===== src/rtl/input_conditioner.sv =====
// Multi-channel input conditioner: per-bit synchroniser, debounce, registered
// press/release edge pulses and optional typematic auto-repeat of press.
module input_conditioner #(
    parameter int                  CHANNELS        = 4,
    parameter int                  SYNC_STAGES     = 3,
    parameter int                  DEBOUNCE_CYCLES = 500000,
    parameter int                  REPEAT_DELAY    = 25000000,
    parameter int                  REPEAT_PERIOD   = 5000000,
    parameter logic [CHANNELS-1:0] REPEAT_MASK     = {CHANNELS{1'b0}}
) (
    input  logic                clk,
    input  logic                rst,
    input  logic [CHANNELS-1:0] in,
    output logic [CHANNELS-1:0] level,
    output logic [CHANNELS-1:0] press,
    output logic [CHANNELS-1:0] release_pulse
);

    localparam int DW = $clog2(DEBOUNCE_CYCLES + 1);
    localparam logic [DW-1:0] DB_LAST = DW'(DEBOUNCE_CYCLES - 1);

    genvar gi;
    generate
        for (gi = 0; gi < CHANNELS; gi++) begin : g_chan
            logic [SYNC_STAGES-1:0] sync_q, sync_d;
            logic [DW-1:0]          db_cnt_q, db_cnt_d;
            logic                   level_q, level_d;
            logic                   press_q, press_d;
            logic                   rel_q, rel_d;
            logic                   rise, fall, rep_pulse;

            always_comb begin
                sync_d   = {sync_q[SYNC_STAGES-2:0], in[gi]};
                db_cnt_d = '0;
                level_d  = level_q;
                // Any sample matching the current level leaves the count at 0.
                if (sync_q[SYNC_STAGES-1] != level_q) begin
                    if (db_cnt_q == DB_LAST) begin
                        level_d = sync_q[SYNC_STAGES-1];
                    end else begin
                        db_cnt_d = db_cnt_q + 1'b1;
                    end
                end
                rise    = level_d & ~level_q;
                fall    = ~level_d & level_q;
                press_d = rise | rep_pulse;
                rel_d   = fall;
            end

            always_ff @(posedge clk or posedge rst) begin
                if (rst) begin
                    sync_q   <= '0;
                    db_cnt_q <= '0;
                    level_q  <= 1'b0;
                    press_q  <= 1'b0;
                    rel_q    <= 1'b0;
                end else begin
                    sync_q   <= sync_d;
                    db_cnt_q <= db_cnt_d;
                    level_q  <= level_d;
                    press_q  <= press_d;
                    rel_q    <= rel_d;
                end
            end

            if (REPEAT_MASK[gi]) begin : g_repeat
                typedef enum logic [1:0] {
                    IDLE   = 2'd0,
                    DELAY  = 2'd1,
                    REPEAT = 2'd2
                } rep_state_t;

                localparam int REP_MAX = (REPEAT_DELAY > REPEAT_PERIOD) ? REPEAT_DELAY : REPEAT_PERIOD;
                localparam int RW      = $clog2(REP_MAX + 1);
                localparam logic [RW-1:0] RD_LAST = RW'(REPEAT_DELAY - 1);
                localparam logic [RW-1:0] RP_LAST = RW'(REPEAT_PERIOD - 1);

                rep_state_t    state_q, state_d;
                logic [RW-1:0] rep_cnt_q, rep_cnt_d;

                always_comb begin
                    state_d   = state_q;
                    rep_cnt_d = rep_cnt_q;
                    rep_pulse = 1'b0;
                    case (state_q)
                        IDLE: begin
                            if (rise) begin
                                state_d   = DELAY;
                                rep_cnt_d = '0;
                            end
                        end
                        DELAY, REPEAT: begin
                            // A falling level suppresses any repeat due in the same cycle.
                            if (fall) begin
                                state_d   = IDLE;
                                rep_cnt_d = '0;
                            end else if (rep_cnt_q == ((state_q == DELAY) ? RD_LAST : RP_LAST)) begin
                                rep_pulse = 1'b1;
                                rep_cnt_d = '0;
                                state_d   = REPEAT;
                            end else begin
                                rep_cnt_d = rep_cnt_q + 1'b1;
                            end
                        end
                        default: begin
                            state_d   = IDLE;
                            rep_cnt_d = '0;
                        end
                    endcase
                end

                always_ff @(posedge clk or posedge rst) begin
                    if (rst) begin
                        state_q   <= IDLE;
                        rep_cnt_q <= '0;
                    end else begin
                        state_q   <= state_d;
                        rep_cnt_q <= rep_cnt_d;
                    end
                end
            end else begin : g_no_repeat
                assign rep_pulse = 1'b0;
            end

            assign level[gi]         = level_q;
            assign press[gi]         = press_q;
            assign release_pulse[gi] = rel_q;
        end
    endgenerate

endmodule


===== config.mk =====
export PLATFORM = sky130hd
export DESIGN_NAME = input_conditioner
export DESIGN_NICKNAME = d
export VERILOG_FILES = /design/src/rtl/input_conditioner.sv
export SDC_FILE = /design/constraint.sdc
export NUM_CORES = 1
export LEC_CHECK = 0
export BUFFER_PORTS_ARGS = -buffer_cell sky130_fd_sc_hd__buf_4
export CAP_MARGIN = 25
export CORE_MARGIN = 2
export CORE_UTILIZATION = 43
export DETAILED_ROUTE_END_ITERATION = 8
export GPL_ROUTABILITY_DRIVEN = 0
export SLEW_MARGIN = 20
export SYNTH_ARGS = -nofsm -noshare
export SYNTH_HDL_FRONTEND = slang
export SYNTH_SLANG_ARGS = --single-unit

===== constraint.sdc =====
create_clock -name clk -period 7.75 [get_ports clk]
set_input_delay 0.775 -clock clk [delete_from_list [all_inputs] [get_ports clk]]
set_output_delay 0.775 -clock clk [all_outputs]
set_load 0.02 [all_outputs]

# == After elaboration in Yosys (flattened, before gate mapping) ==
# Cells that the tools add are included.
# classes
n_addsub,4
n_eq_ne,8
n_mux,16
n_bitwise,16
# op_table
op,count
19-bit 2-to-1 mux,8
19-bit by 1-bit adder with 19-bit output (second input constant),4
19-bit == test (second input constant),4
1-bit bitwise AND,8
1-bit 2-to-1 mux,8
1-bit inverter,8
1-bit inequality test,4
# word_totals
reg_bits,100
in_bits,6
wordCells,64

# == Longest topological paths before layout ==
# logic_depth
ltp_word,5
mapped_depth,8

# == Least setup slack after synthesis ==
# Ideal clock, no wire load.
# synth_timing
kind,flip-flop to flip-flop
start,reg g_chan[1].db_cnt_q[7]
end,reg g_chan[1].level_q
setup_time_ns,0.125
arrival_time_ns,1.969
path_slack_ns,5.655
path_stages_with_launch,5
path_buffers,0
cell_sequence,dfrtp_1 > or4b_1 > or4_4 > or2_4 > mux2_4
# synth_between
elab_chain_len,3
# synth_lines
item,line,source
from (decl),26,"logic [DW-1:0] db_cnt_q, db_cnt_d;"
from (signal assigned),59,db_cnt_q <= db_cnt_d;
19-bit == test,38,if (db_cnt_q == DB_LAST) begin
1-bit 2-to-1 mux,38,
1-bit 2-to-1 mux,37,if (sync_q[SYNC_STAGES-1] != level_q) begin
named net g_chan[1].level_d,27,"logic level_q, level_d;"
to (signal assigned),60,level_q <= level_d;
to (decl),27,
# The timed path passes the listed nets, and every way through them passes these cells.

# == Worst setup path in the final report ==
# layout_timing
start,reg g_chan[1].db_cnt_q[7]
end,reg g_chan[1].db_cnt_q[9]
# layout_between
elab_chain_len,3
word_cells_on_any_way,4
classes_between,1 x add/sub; 1 x eq/ne; 2 x mux
# layout_lines
item,line
19-bit by 1-bit adder with 19-bit output / 19-bit == test (equally long branches),"41, 38"
19-bit 2-to-1 mux *,38
19-bit 2-to-1 mux *,37
named net g_chan[1].db_cnt_d[9],26
# The timed path passes the listed nets; every way through them passes the cells marked *.

==> impl_results.md <==
- Slew HR: 0.5099
- CTS tree: built
- Area contributors post-synth: dfrtp_1 (54%), xnor2_1 (5.3%), nor2_1 (4.8%)
- Design area: 5047 sq um
- Reg2reg end: g_chan[1].db_cnt_q[9]
- Critical path endpoint category: register
- Post-layout util: 0.4846
- Fill cells: 941
- Worst Hold End: g_chan[1].sync_q[2]
- Cells after Synth: 445
- Clk buf depth: 2
- Worst clock skew: 0.008140 ns
- VDD IR max: 107.4 uV
- Htree depth: 3
- Highest clock rate: 427.6 MHz
- Non-Filler Instances: 593
- R2r setup slk: 5.41 ns
- Initial antenna violation count: 0
- HPWL after detailed placement: 5.386 mm
- Die area: 11630 sq um
- Fraction of registers with async set/reset: 1.000
- Hold Crit Class: reg2reg
- Unrepaired setup endpoints after global routing: no
- P_int: 0.0007281 W
- Wire per inst: 13.63 um
- Largest net degree at the start of global routing: 52
- Starting Density: 0.4453
- Status: complete, no violations
- Core area: 10420 sq um
- Synth top cells by count: dfrtp_1 (100), nor2_1 (59), nand3_1 (28), xnor2_1 (28), xor2_1 (25)
- Area growth syn-to-layout: 8.821%
- Port Buffers: 17
- DRC violations left: 0
- Flop pwr share: 0.574
- Seq/Total Area, Yosys: 0.5395
- Syn_nets: 455
- Reg2reg start: g_chan[1].db_cnt_q[7]
- I/O pin cnt: 18
- PwrDens: 185.6 nW/um^2
- Via count: 3172
- Clk pwr share: 0.395
- Syn_area_per_cell: 10.42 sq um
- Post-DRT Antenna Nets: 0
- Switch share: 0.2227
- Fin crit share: 0.3018
- Sw Pwr: 0.0002085 W
- Final-report hold violation count: 0
- Hold path depth: 0
- Logic pwr share: 0.032
- Site row count: 37
- EDFF count, synth: 0
- CP Class: reg2reg
- Setup_tns: 0 ns
- Dpl cells: 577
- Most frequent cell after synthesis: dfrtp_1
- Slew of the pin with the lowest slew margin: 0.7351 ns
- Reg2Reg Depth: 4
- PostCTS Resize Cnt: 0
- # Max-Cap Violations: 0
- CP Max Fanout: 18
- # Post-CTS Setup Buffers: 0
- Root buffer cell: clkbuf_8
- Post-synth top flop: dfrtp_1
- Placed cell area: 4822 sq um
- Initial DRC Count: 172
- CP required: 7.97 ns
- Crit path DAT: 2.56 ns
- Die width: 107.9 um
- Slew Limit Fails: 0
- Sink Count: 100
- Pwr Total: 0.0009366 W
- Total gr overflow: 0
- Diodes inserted: 0
- Clk Latency, worst-skew pair: 0.37 ns
- Final setup viols: 0
- Top cell type's share of synthesized area: 0.5395
- Worst hold path startpoint: g_chan[1].sync_q[1]
- # nets final: 462
- CTS clk-pin slew, worst paths: 0.09 ns
- Number of synthesized register bits: 100
- Post-Route WL: 8.082 mm
- Fraction of layout cells with a size suffix above 1: 0.1138
- Mapped Area: 4638 sq um
- Post-synth top area cell: dfrtp_1
- Total CTS buffers: 9
- First-pass GRT wire length: 14.50 mm
- Vias per inst: 5.349
- Lkg Pwr: 2.038 nW
- Die Y: 107.9 um
- Yosys warns: 0
- Post-synth cell types: 40
- Fin crit period: 2.339 ns
- Number of global-route vias before repair: 3135
- Post-CTS Hold Buffers: 0
- Pre-Repair DR Iteration Count: 4
- Critical path startpoint category: register
- GRT Overall Usage: 0.1566
==> through the flow <==
| stage | worst slack [ns] | hold WS (ns) |
|---|---|---|
| finish | 5.411 | 0.3531 |
| global route | 5.239 | 0.3755 |
| CTS | 5.378 | 0.3560 |
| detailed placement | 5.366 | 0.3347 |
| global placement | 5.359 | 0.3371 |
| floorplan | 4.356 | 0.3312 |
==> cells by family (layout without fill, tap and decap cells) <==
kind of cell	after synthesis	in the layout	synth area share
multiplexers	4	4	0.01052
adder cells (fa/ha/maj)	4	4	0.01079
buffers and inverters	31	43	0.03669
XOR/XNOR	53	53	0.1001
flip-flops	100	100	0.5395
AO/OA/AOI/OAI	42	42	0.05368
AND/OR/NAND/NOR	211	211	0.2487
==> state kept, by name, indices dropped and copies added, names as in the netlist <==
signal           count
g_chan.level_q       4
g_chan.db_cnt_q     76
g_chan.sync_q       12
g_chan.rel_q         4
g_chan.press_q       4
==> cells in the final DEF (no fill, tap or decap), types with 2 or more instances in the layout <==
cell type / n
and3_1: 6
nor3_1: 9
nor4bb_1: 2
clkbuf_8: 10
nor4_1: 11
ha_1: 4
nor2_1: 59
o21ai_0: 10
or3_1: 11
buf_4: 18
dfrtp_1: 100
nand3_1: 28
nor4b_1: 2
nand2_1: 24
or4_1: 13
bufinv_16: 2
inv_1: 8
o21ai_2: 2
xnor2_1: 28
or2_2: 3
and4_1: 7
xor2_1: 25
o31ai_1: 9
nor3b_1: 10
nand4_1: 18
a21oi_1: 19
clkinvlp_4: 3
mux2_2: 3
==> power groups by stage <==
stage          registers, W  clock network (W)  logic (W)
6_report           0.000537           0.000369  0.0000299
5_1_grt            0.000539           0.000406  0.0000355
4_1_cts            0.000537           0.000383  0.0000317
3_5_place_dp       0.000547                  0  0.0000317
3_3_place_gp       0.000547                  0  0.0000306
2_1_floorplan      0.000545                  0  0.0000225
==> worst max-delay path by stage <==
stage	startpoint	endpoint	slack, ns	cells past startpoint
floorplan	rst	g_chan[0].db_cnt_q[0]	4.36	1
detailed placement	g_chan[1].db_cnt_q[7]	g_chan[1].db_cnt_q[4]	5.37	4
global route	g_chan[1].db_cnt_q[7]	g_chan[1].db_cnt_q[14]	5.24	4
global placement	g_chan[2].db_cnt_q[7]	g_chan[2].db_cnt_q[9]	5.36	3
finish	g_chan[1].db_cnt_q[7]	g_chan[1].db_cnt_q[9]	5.41	4
CTS	g_chan[1].db_cnt_q[7]	g_chan[1].db_cnt_q[9]	5.38	4
==> worst max-delay path, cell delays in order, from the launching register on <==
cell and delay (ns):
dfrtp_1 0.43, or4b_1 0.51, or4_4 0.55, o21ai_2 0.59, nor2_1 0.12
==> layer usage <==
| metal | GRT usage | up-vias | routed length, um |
|---|---|---|---|
| li1 | - | 1581 | - |
| met1 | 0.2106 | 1553 | 4060 |
| met2 | 0.2453 | 32 | 3638 |
| met3 | 0.04903 | 6 | 286 |
| met4 | 0.04212 | 0 | 97 |
| met5 | 0 | - | 0 |
==> cell type report <==
class | instances | area [sq um] | area share
clock buffers | 10 | 137.6 | 0.02727
clock inverters | 6 | 87.58 | 0.01735
inverters | 9 | 36.28 | 0.007189
multi-input cells | 314 | 1978 | 0.3919
flip-flops and latches | 100 | 2502 | 0.4958
well taps | 136 | 170.2 | 0.03371
repair buffers | 18 | 135.1 | 0.02677
(Power assumes the default switching activity.)
